## src/rtl/trivium_pkg.sv

```systemverilog
// trivium_pkg: shared types and constants for the Trivium stream-cipher datapath.
//   state_e       : control FSM states (RUN, FLUSH, WAIT_LOW, WAIT_HIGH)
//   LANES_DEFAULT : default bytes per data beat
//   DEPTH_DEFAULT : default output FIFO depth
//   BYTE_CNT_W    : width of the optional byte counter
package trivium_pkg;

   typedef enum logic [1:0] {
      ST_RUN       = 2'd0,
      ST_FLUSH     = 2'd1,
      ST_WAIT_LOW  = 2'd2,
      ST_WAIT_HIGH = 2'd3
   } state_e;

   localparam int unsigned LANES_DEFAULT = 1;
   localparam int unsigned DEPTH_DEFAULT = 10;
   localparam int unsigned BYTE_CNT_W    = 32;

endpackage

```

## src/rtl/trivium_sync_fifo.sv

```systemverilog
// trivium_sync_fifo: first-word-fall-through synchronous FIFO, any depth >= 2.
//   clk, rst_n : clock, asynchronous active-low reset
//   clr        : synchronous flush (pointers and level to zero), dominates wr/rd
//   wr_en      : write request, ignored when full
//   wr_data    : write data
//   rd_en      : pop request, ignored when empty
//   rd_data    : head entry, forced to zero while empty
//   full/empty : occupancy flags (registered level compare)
//   level      : current occupancy
module trivium_sync_fifo #(
   parameter int unsigned WIDTH = 8,
   parameter int unsigned DEPTH = 10
) (
   input  logic                       clk,
   input  logic                       rst_n,
   input  logic                       clr,
   input  logic                       wr_en,
   input  logic [WIDTH-1:0]           wr_data,
   input  logic                       rd_en,
   output logic [WIDTH-1:0]           rd_data,
   output logic                       full,
   output logic                       empty,
   output logic [$clog2(DEPTH+1)-1:0] level
);

   localparam int unsigned PTR_W = $clog2(DEPTH);
   localparam int unsigned LVL_W = $clog2(DEPTH+1);

   logic [WIDTH-1:0] mem_q [DEPTH];
   logic [PTR_W-1:0] wr_ptr_q, rd_ptr_q;
   logic [LVL_W-1:0] count_q;
   logic             wr_fire, rd_fire;

   // Pointers wrap explicitly so non-power-of-two depths work.
   function automatic logic [PTR_W-1:0] ptr_inc(input logic [PTR_W-1:0] p);
      return (p == PTR_W'(DEPTH-1)) ? '0 : p + PTR_W'(1);
   endfunction

   assign full    = (count_q == LVL_W'(DEPTH));
   assign empty   = (count_q == '0);
   assign level   = count_q;
   assign wr_fire = wr_en && !full;
   assign rd_fire = rd_en && !empty;
   assign rd_data = empty ? '0 : mem_q[rd_ptr_q];

   always_ff @(posedge clk or negedge rst_n) begin
      if (!rst_n) begin
         wr_ptr_q <= '0;
         rd_ptr_q <= '0;
         count_q  <= '0;
      end else if (clr) begin
         wr_ptr_q <= '0;
         rd_ptr_q <= '0;
         count_q  <= '0;
      end else begin
         if (wr_fire) wr_ptr_q <= ptr_inc(wr_ptr_q);
         if (rd_fire) rd_ptr_q <= ptr_inc(rd_ptr_q);
         if (wr_fire && !rd_fire)      count_q <= count_q + LVL_W'(1);
         else if (rd_fire && !wr_fire) count_q <= count_q - LVL_W'(1);
      end
   end

   // Storage needs no reset: rd_data is masked while empty.
   always_ff @(posedge clk) begin
      if (wr_fire) mem_q[wr_ptr_q] <= wr_data;
   end

endmodule

```

## src/rtl/trivium_stream_cipher.sv

```systemverilog
// trivium_stream_cipher: XORs plaintext beats with Trivium keystream into an
// output FIFO, with bypass and a resync (flush + generator reload) sequence.
//   clk, rst_n          : clock, asynchronous active-low reset
//   s_data/valid/ready  : plaintext beat handshake (8*LANES bits)
//   m_data/valid/ready  : ciphertext beat handshake, FIFO head
//   ks_data/ks_valid    : keystream beat from the generator
//   ks_read             : combinational pulse consuming one keystream beat
//   bypass              : pass plaintext through unencrypted
//   resync              : request flush and keystream re-initialisation
//   resync_req          : registered pulse asking the generator to reload key/IV
//   fifo_level          : current FIFO occupancy
//   byte_count          : bytes accepted (only with TRIVIUM_STREAM_CNT_EN defined)
module trivium_stream_cipher
   import trivium_pkg::*;
#(
   parameter int unsigned LANES = LANES_DEFAULT,
   parameter int unsigned DEPTH = DEPTH_DEFAULT
) (
   input  logic                       clk,
   input  logic                       rst_n,
   input  logic [8*LANES-1:0]         s_data,
   input  logic                       s_valid,
   output logic                       s_ready,
   output logic [8*LANES-1:0]         m_data,
   output logic                       m_valid,
   input  logic                       m_ready,
   input  logic [8*LANES-1:0]         ks_data,
   input  logic                       ks_valid,
   output logic                       ks_read,
   input  logic                       bypass,
   input  logic                       resync,
   output logic                       resync_req,
   output logic [$clog2(DEPTH+1)-1:0] fifo_level
`ifdef TRIVIUM_STREAM_CNT_EN
   ,
   output logic [BYTE_CNT_W-1:0]      byte_count
`endif
);

   state_e             state_q;
   logic               resync_req_q;
   logic               full, empty, accept, flush;
   logic [8*LANES-1:0] wr_data;

   // full is registered, so s_ready has no path from m_ready.
   assign s_ready    = (state_q == ST_RUN) && !full && (bypass || ks_valid);
   assign accept     = s_valid && s_ready;
   assign ks_read    = accept && !bypass;
   assign wr_data    = bypass ? s_data : (s_data ^ ks_data);
   assign m_valid    = !empty;
   assign flush      = (state_q == ST_FLUSH);
   assign resync_req = resync_req_q;

   always_ff @(posedge clk or negedge rst_n) begin
      if (!rst_n) begin
         state_q      <= ST_WAIT_HIGH;
         resync_req_q <= 1'b0;
      end else begin
         // Every FLUSH entry is caused by resync, so the pulse tracks it directly.
         resync_req_q <= resync;
         if (resync) begin
            state_q <= ST_FLUSH;
         end else begin
            case (state_q)
               ST_RUN:       state_q <= ST_RUN;
               ST_FLUSH:     state_q <= ST_WAIT_LOW;
               ST_WAIT_LOW:  if (!ks_valid) state_q <= ST_WAIT_HIGH;
               ST_WAIT_HIGH: if (ks_valid)  state_q <= ST_RUN;
               default:      state_q <= ST_WAIT_HIGH;
            endcase
         end
      end
   end

   trivium_sync_fifo #(
      .WIDTH (8*LANES),
      .DEPTH (DEPTH)
   ) u_fifo (
      .clk     (clk),
      .rst_n   (rst_n),
      .clr     (flush),
      .wr_en   (accept),
      .wr_data (wr_data),
      .rd_en   (m_ready),
      .rd_data (m_data),
      .full    (full),
      .empty   (empty),
      .level   (fifo_level)
   );

`ifdef TRIVIUM_STREAM_CNT_EN
   logic [BYTE_CNT_W-1:0] byte_cnt_q, byte_cnt_d;

   always_comb begin
      byte_cnt_d = byte_cnt_q;
      if (flush)       byte_cnt_d = '0;
      else if (accept) byte_cnt_d = byte_cnt_q + BYTE_CNT_W'(LANES);
   end

   always_ff @(posedge clk or negedge rst_n) begin
      if (!rst_n) byte_cnt_q <= '0;
      else        byte_cnt_q <= byte_cnt_d;
   end

   assign byte_count = byte_cnt_q;
`endif

endmodule

```

## config.mk

```make
export PLATFORM = sky130hd
export DESIGN_NAME = trivium_stream_cipher
export DESIGN_NICKNAME = d
export VERILOG_FILES = /design/src/rtl/trivium_pkg.sv /design/src/rtl/trivium_sync_fifo.sv /design/src/rtl/trivium_stream_cipher.sv
export SDC_FILE = /design/constraint.sdc
export NUM_CORES = 1
export LEC_CHECK = 0
export CAP_MARGIN = 15
export CORE_MARGIN = 5
export CORE_UTILIZATION = 60
export DETAILED_ROUTE_END_ITERATION = 12
export PLACE_DENSITY_LB_ADDON = 0.25
export SYNTH_ARGS = -nofsm -noshare
export SYNTH_HDL_FRONTEND = slang
export SYNTH_SLANG_ARGS = --single-unit
```

## constraint.sdc

```tcl
create_clock -name clk -period 4.92 [get_ports clk]
set_input_delay 1.23 -clock clk [delete_from_list [all_inputs] [get_ports clk]]
set_output_delay 1.23 -clock clk [all_outputs]
set_load 0.005 [all_outputs]
```

==> results of run 1 <==
[metrics by stage]
step | hold slack, ns | instances | setup WS (ns)
detailed placement | 0.5957 | 398 | 0.7330
floorplan | 0.5518 | 272 | 2.015
global placement | 0.5765 | 398 | 0.7689
global route | 0.6585 | 414 | 0.6854
finish | 0.6140 | 414 | 0.7651
CTS | 0.6073 | 414 | 0.7427
[power by group through the flow]
stage / Clock, W / Sequential [W] / Combinational (W)
finish: 0.000451 / 0.00100 / 0.000645
floorplan: 0 / 0.000973 / 0.000459
global route: 0.000494 / 0.00101 / 0.000715
CTS: 0.000459 / 0.00100 / 0.000652
global placement: 0 / 0.00102 / 0.000631
detailed placement: 0 / 0.00102 / 0.000651
[state kept, by name, indices dropped and copies added, names as in the netlist]
signal	count
u_fifo.rd_ptr_q	4
u_fifo.mem_q	80
resync_req	1
u_fifo.wr_ptr_q	4
u_fifo.level	4
state_q	2
[final cells by class]
class / instances / share of cell area
Timing Repair Buffer: 43 / 0.08531
Tap cell: 96 / 0.02452
Inverter: 8 / 0.006130
Multi-Input combinational cell: 156 / 0.2812
Clock inverter: 5 / 0.008429
Sequential cell: 95 / 0.5676
Clock buffer: 11 / 0.02682
[cell usage in the layout, fill, tap and decap left out, drive strengths merged, types with 2 or more instances in the layout]
cell / netlist / layout
nand3: 4 / 4
mux4: 16 / 16
nor2: 22 / 22
dfrtp: 13 / 13
nor4: 2 / 2
ha: 9 / 9
edfxtp: 80 / 80
o21ai: 5 / 5
nor3: 7 / 7
and2: 2 / 2
nand2b: 13 / 13
clkdlybuf4s50: 0 / 38
dfstp: 2 / 2
a211oi: 10 / 10
inv: 8 / 10
o22ai: 8 / 8
clkinvlp: 0 / 2
xnor2: 10 / 10
a21oi: 8 / 8
clkbuf: 6 / 11
mux2i: 11 / 11
buf: 7 / 5
nand2: 7 / 7
[critical path: stages]
cell and delay, ns:
clkdlybuf4s50_1 0.69, o211a_1 0.27, nand2_1 0.12, nor2_1 0.10
clkdlybuf4s50_1 0.52
[worst paths after layout]
kind	startpoint	end	slack, ns
worst max-delay path	bypass	ks_read	0.77
min in group asynchronous	rst_n	resync_req$_DFF_PN0_	1.29
max in group asynchronous	rst_n	u_fifo.rd_ptr_q[1]$_DFFE_PN0P_	3.18
worst min register to register	u_fifo.wr_ptr_q[3]$_DFFE_PN0P_	u_fifo.wr_ptr_q[3]$_DFFE_PN0P_	0.61
worst min-delay path	u_fifo.wr_ptr_q[3]$_DFFE_PN0P_	u_fifo.wr_ptr_q[3]$_DFFE_PN0P_	0.61
worst max register to register	u_fifo.level[1]$_DFFE_PN0P_	u_fifo.level[3]$_DFFE_PN0P_	2.29
[routing by layer]
layer | global-route usage | wire (um) | vias up
met5 | 0 | 0 | -
met4 | 0.07822 | 110 | 0
met3 | 0.02885 | 359 | 10
met2 | 0.2979 | 3762 | 63
met1 | 0.2868 | 3593 | 1233
li1 | - | - | 1125
[logic make-up (layout without fill, tap and decap cells)]
kind of cell	after synthesis	in the layout	synth area share
compound gates	40	40	0.06765
xor+xnor	11	11	0.02265
fa+ha+maj	10	10	0.03118
buf+inv	21	67	0.02265
flops	95	95	0.6535
mux	28	28	0.1141
simple gates	67	67	0.08824
==> impl_metrics.ini, run 1 <==
[yosys]
ys_seq_area_frac = 0.6535
synth_top_cell_area_share = 0.5647
synthFlopType = edfxtp_1
netlist_area_sq_um = 4254
yosysTopAreaCell = edfxtp_1
synthTopCellsByArea = edfxtp_1, mux4_2, dfrtp_1, ha_1, mux2i_1
ys_types = 50
ys_async_sr_fraction = 0.1579
syn_avg_cell_area_sq_um = 15.64
synth_seq_cells = 95
syn-instance-count = 272
synth_edf_count = 80
synth_fp_nets = 305
yosysWarnings = 0
ys_top_cells_by_count = edfxtp_1, nor2_1, mux4_2
synth_most_common_cell = edfxtp_1

[routing]
wl_per_cell_um = 18.90
routed_wl_um = 7826
drtPass1Iterations = 4
drc = 0
drtIter0Drc = 205
route.vias.total = 2431
ant_nets = 0
vias_per_cell = 5.872

[floorplanning]
die_w_um = 94.20
io_pins = 39
dieHeight_um = 94.20
die_area_sq_um = 8874
start_util = 0.6227
core_sq_um = 6832
rows = 30

[final_layout]
final_nets = 346
stdcell_area_sq_um = 4898
final_util = 0.7170
drive_gt1_frac = 0.1415
antenna_cells = 0
ff_latch_area_sq_um = 2780
area_delta_synth_final_pct = 15.15
multi_input_area_sq_um = 1378
fill_cells = 442

[pwr]
p_seq_frac = 0.478
power_w = 0.002098
powerDensity_nw_per_um2 = 428.4
p_int_w = 0.001464
power_leakage_nw = 1.628
power_switching_w = 0.0006347
switching_share = 0.3025
power_frac_clock = 0.215
p_comb_frac = 0.308
vdd_drop_max_uv = 292.0

[grt]
grt_remaining_overflow = 0
grt_pass1_wl_um = 12720
grt_pass1_vias = 2380
antenna_found_initial = 0
track_usage = 0.1960
grt_max_degree = 24

[placement]
globalplace.congestion = 0.8184
placed_cell_area_sq_um = 4726
numPortBuffers = 38
dp.final_hpwl_um = 5410

[timing]
skew_ns = 0.006515
fin_setup_tns_ns = 0
max_slew_margin = 0.3381
grt_setup_unrepaired = no
finalCritPeriodShare = 0.8445
final-hold-violation-count = 0
min_period_ns = 4.155
final-setup-viol-count = 0
worstMarginPinSlew_ns = 0.9847
slew_violations = 0
max_freq_mhz = 240.7

[run]
max-cap-violations = 0

[clock_tree]
post_cts_buffers = 0
cts_buffer_depth = 2
h-tree-depth = 3
ctsHoldBuffers = 0
clkSinkCount = 95
cts_resized = 0
cts_inserted_buffers = 9
root_buffer = clkbuf_8
worstSkewPairLatency_ns = 0.35
cts_tree = yes
cts.clk_slew.worst_paths_ns = 0.09

[worst_setup_path]
reg2reg_depth = 7
cp_max_fo = 12
crit_arrival_ns = 2.92
worstSetupEndpointType = primary output
critPathKind = in2out
start_kind = primary input
worstPathRequired_ns = 3.69

[hold_path]
hold_class = reg2reg
whs_path_depth = 2

[status]
status = completed
Power figures use the tool's default switching activity.
==> run 2, diff against run 1 <==
CORE_UTILIZATION = 51   (was 60)
clock period = 3.5 ns   (was 4.92 ns; I/O delays follow)
==> run 2 against run 1 <==
Against the previous run: cell area is 2.3% higher; total power grew 43%; via count down 1.2%; clock skew rose by 0.0049 ns; cell count increased by 4.3%; hold slack got worse by 0.0079 ns; non-clock buffer count up 9; critical path depth stayed put; flip-flop and latch count stayed put; wire length decreased by 3.7%; largest power group unchanged; highest routed layer unchanged.
==> impl_metrics.ini, run 2 (same netlist as run 1, synthesis figures left out) <==
[timing]
worstMarginPinSlew_ns = 0.8388
final-hold-violation-count = 0
skew_ns = 0.01142
finalCritPeriodShare = 0.9448
grt_setup_unrepaired = no
final-setup-viol-count = 0
slew_violations = 0
max_freq_mhz = 302.4
max_slew_margin = 0.4368
setup_ws_ns = 0.1932
fin_setup_tns_ns = 0
min_period_ns = 3.307

[worst_setup_path]
cp_max_fo = 24
start_kind = flip-flop
crit_arrival_ns = 2.43
worstPathCellList = buf_12 > mux4_2 > o22ai_1 > a211oi_1 > clkdlybuf4s50_1
critPathKind = reg2out
worstSetupEndpointType = primary output
worstPathRequired_ns = 2.62
slowest_delay_ns = 0.55
crit_path_top_delay_cell = mux4_2

[grt]
antenna_found_initial = 0
track_usage = 0.1616
grt_pass1_vias = 2410
grt_pass1_wl_um = 12510
grt_max_degree = 25
grt_remaining_overflow = 0

[clock_tree]
cts.clk_slew.worst_paths_ns = 0.09
clkSinkCount = 95
root_buffer = clkbuf_8
cts_inserted_buffers = 9
h-tree-depth = 3
cts_resized = 0
cts_buffer_depth = 2
worstSkewPairLatency_ns = 0.36
ctsHoldBuffers = 0
post_cts_buffers = 0
cts_tree = yes

[floorplanning]
die_w_um = 101.3
core_sq_um = 8175
dieHeight_um = 101.3
die_area_sq_um = 10270
start_util = 0.5204
io_pins = 39
rows = 33

[routing]
ant_nets = 0
route.vias.total = 2403
drc = 0
drtIter0Drc = 164
routed_wl_um = 7534
drtPass1Iterations = 4
wl_per_cell_um = 17.44
vias_per_cell = 5.563

[hold_path]
hold_class = reg2reg

[pwr]
vdd_drop_max_uv = 204.5
powerDensity_nw_per_um2 = 600.7
power_leakage_nw = 1.694

[final_layout]
final_cell_mix = edfxtp_1, clkdlybuf4s50_1, nor2_1
antenna_cells = 0
drive_gt1_frac = 0.1713
fill_cells = 623
ff_latch_area_sq_um = 2780
largest_reg_flops = 80
final_util = 0.6128
final_common_cell = edfxtp_1
multi_input_area_sq_um = 1378
area_delta_synth_final_pct = 17.76
final_nets = 355
largest_register = u_fifo.mem_q

[run]
max-cap-violations = 0

[placement]
numPortBuffers = 38
dp.final_hpwl_um = 5131
pre_cts_ws_ns = 0.1978
globalplace.congestion = 0.8037

[status]
status = completed
## run 2: layout make-up
| cell class | count | area share |
|---|---|---|
| Clock buffer | 9 | 0.02473 |
| Inverter | 8 | 0.005994 |
| Timing Repair Buffer | 52 | 0.09940 |
| Clock inverter | 7 | 0.01374 |
| Tap cell | 105 | 0.02622 |
| Sequential cell | 95 | 0.5549 |
| Multi-Input combinational cell | 156 | 0.2750 |
## run 2: worst paths after layout
path / from / endpoint / slack, ns / depth (start not counted)
setup / recovery: u_fifo.rd_ptr_q[0]$_DFFE_PN0P_ / m_data[3] / 0.19 / 5
hold / removal: u_fifo.wr_ptr_q[3]$_DFFE_PN0P_ / u_fifo.wr_ptr_q[3]$_DFFE_PN0P_ / 0.61 / 2
setup reg to reg: u_fifo.level[1]$_DFFE_PN0P_ / u_fifo.level[3]$_DFFE_PN0P_ / 0.87 / 7
hold reg to reg: u_fifo.wr_ptr_q[3]$_DFFE_PN0P_ / u_fifo.wr_ptr_q[3]$_DFFE_PN0P_ / 0.61 / 2
max in group asynchronous: rst_n / u_fifo.wr_ptr_q[3]$_DFFE_PN0P_ / 2.07 / 1
min in group asynchronous: rst_n / u_fifo.rd_ptr_q[1]$_DFFE_PN0P_ / 0.96 / 1
## run 2: worst max-delay path, delay by kind of cell, from the launching register on
kind            cells  cell delay, ns
buf+inv             2            0.73
mux                 1            0.55
flops               1            0.51
compound gates      2            0.28
## run 2: power by group
part	leakage [nW]	total [W]	internal, W	switching, W
Clock	0.0960	0.000674	0.000275	0.000399
Sequential	0.916	0.00138	0.00130	0.0000824
Combinational	0.683	0.000953	0.000518	0.000434
Total	1.69	0.00301	0.00209	0.000916
## run 2: routing by layer
| layer | vias to the layer above | track usage | part of all wire |
|---|---|---|---|
| li1 | 1154 | - | - |
| met1 | 1180 | 0.2365 | 0.47 |
| met2 | 61 | 0.2455 | 0.47 |
| met3 | 8 | 0.02410 | 0.047 |
| met4 | 0 | 0.06442 | 0.011 |
| met5 | - | 0 | 0 |
## run 2: metrics by stage
step	hold WS, ns	instances	area (sq um)	total power, W
floorplan	0.5518	272	4254	0.002013
global placement	0.5755	416	4817	0.002355
detailed placement	0.5878	416	4817	0.002375
CTS	0.6013	432	5010	0.003044
global route	0.6602	432	5010	0.003200
finish	0.6061	432	5010	0.003009
==> run 3, diff against run 2 <==
CTS_CLUSTER_SIZE = 24   (was unset)
GPL_TIMING_DRIVEN = 0   (was unset)
==> run 3 against run 2 <==
Against the previous run: global-route usage up 0.76 points; wire length increased by 3.7%; cell area fell by 0.22%; non-clock buffer count grew 2; sequential share of layout area rose by 0.13 points; fmax shrank 0.99%; cell count grew 0.46%; count of clock-buffer cells in the layout did not move; highest routed layer unchanged.
==> impl_metrics.ini, run 3 (same netlist as run 1, synthesis figures left out) <==
[final_layout]
drive_gt1_frac = 0.1550
largest_register = u_fifo.mem_q
final_common_cell = edfxtp_1
final_cell_mix = edfxtp_1, clkdlybuf4s50_1, nor2_1
final_util = 0.6114
stdcell_area_sq_um = 4999
antenna_cells = 0
largest_reg_flops = 80
area_delta_synth_final_pct = 17.50
final_nets = 357

[clock_tree]
post_cts_buffers = 0
h-tree-depth = 3
cts_inserted_buffers = 9
worstSkewPairLatency_ns = 0.36
cts_buffer_depth = 2
clkSinkCount = 95
cts_tree = yes
root_buffer = clkbuf_8
cts.clk_slew.worst_paths_ns = 0.09

[floorplanning]
core_sq_um = 8175
start_util = 0.5204
dieHeight_um = 101.3
io_pins = 39
rows = 33
die_w_um = 101.3
die_area_sq_um = 10270

[placement]
globalplace.congestion = 0.8095
numPortBuffers = 38
dp.final_hpwl_um = 5535
placed_cell_area_sq_um = 4800

[timing]
finalCritPeriodShare = 0.9542
final-setup-viol-count = 0
hold_ws_ns = 0.6082
max_slew_margin = 0.4113
slew_violations = 0
worstMarginPinSlew_ns = 0.8758
min_period_ns = 3.340
skew_ns = 0.01092
fin_setup_tns_ns = 0
final-hold-violation-count = 0
max_freq_mhz = 299.4
grt_setup_unrepaired = no

[routing]
wl_per_cell_um = 18.01
route.vias.total = 2434
vias_per_cell = 5.608
drtIter0Drc = 126
drc = 0
ant_nets = 0
drtPass1Iterations = 4
routed_wl_um = 7815

[worst_setup_path]
critPathKind = in2out
worstPathCellList = clkdlybuf4s50_1 > o211a_1 > nand2_1 > nor2_1 > clkdlybuf4s50_1
slowest_delay_ns = 0.53
crit_arrival_ns = 2.46
cp_max_fo = 4
reg2reg_depth = 7
crit_path_top_delay_cell = clkdlybuf4s50_1
cp_common_cell = clkdlybuf4s50_1
start_kind = primary input
worstSetupEndpointType = primary output
worstPathRequired_ns = 2.62

[pwr]
vdd_drop_max_uv = 256.2
powerDensity_nw_per_um2 = 613.5
power_leakage_nw = 1.678
power_w = 0.003067

[grt]
grt_pass1_vias = 2383
grt_max_degree = 19
track_usage = 0.1692
antenna_found_initial = 0
grt_pass1_wl_um = 12660
grt_remaining_overflow = 0

[status]
status = completed

[run]
max-cap-violations = 0

[hold_path]
hold_class = reg2reg
whs_path_depth = 2
-- run 3: cell count changes in the layout (fill, tap and decap cells not counted), moves of 2 or more --
| cell | change |
|---|---|
| buf_4 | -8 |
| clkbuf_1 | +6 |
| buf_2 | +3 |
| inv_6 | +2 |
-- run 3: final timing paths --
| path | start | end | slack (ns) |
|---|---|---|---|
| setup / recovery | ks_valid | ks_read | 0.16 |
| hold / removal | u_fifo.wr_ptr_q[3]$_DFFE_PN0P_ | u_fifo.wr_ptr_q[3]$_DFFE_PN0P_ | 0.61 |
| setup reg to reg | u_fifo.level[1]$_DFFE_PN0P_ | u_fifo.level[3]$_DFFE_PN0P_ | 0.86 |
| hold reg to reg | u_fifo.wr_ptr_q[3]$_DFFE_PN0P_ | u_fifo.wr_ptr_q[3]$_DFFE_PN0P_ | 0.61 |
| max in group asynchronous | rst_n | u_fifo.wr_ptr_q[2]$_DFFE_PN0P_ | 2.08 |
| min in group asynchronous | rst_n | u_fifo.wr_ptr_q[0]$_DFFE_PN0P_ | 0.95 |
-- run 3: layout make-up --
cell class	instances	area (sq um)
fill	629	3177
sequential	95	2780
multi-input combinational	156	1384
timing repair buffer	42	407.9
tap	105	131.4
clock buffer	9	123.9
clock inverter	7	78.83
buffer	12	62.56
inverter	8	30.03
-- run 3: what timing repair did --
action                                  in CTS  in global routing
hold buffers                                 0                  0
endpoints found under the setup margin       7                  0
resized for setup                            2                  0
endpoints found under the hold margin        0                  0
-- run 3: critical path: cells and delay by family --
family / cells / cell delay [ns]
AO/OA/AOI/OAI: 1 / 0.26
buffers and inverters: 2 / 1.04
AND/OR/NAND/NOR: 2 / 0.29
-- run 3: power by group --
part           total (W)  internal (W)  leakage (nW)  switching, W
Clock           0.000728      0.000339        0.0998      0.000389
Sequential       0.00135       0.00130         0.916     0.0000526
Combinational   0.000985      0.000513         0.662      0.000472
Total            0.00307       0.00215          1.68      0.000914
-- run 3: through the flow --
stage,cells,setup slack (ns)
floorplan,272,0.9498
global placement,415,-0.1905
detailed placement,419,0.1310
CTS,434,0.08220
global route,434,0.0005367
finish,434,0.1602
-- run 3: metal layers --
layer  up-vias  part of all wire  global-route usage
li1       1154                 -                   -
met1      1188              0.44              0.2396
met2        83              0.47              0.2550
met3         9             0.069             0.03375
met4         0             0.017             0.07669
met5         -                 0                   0
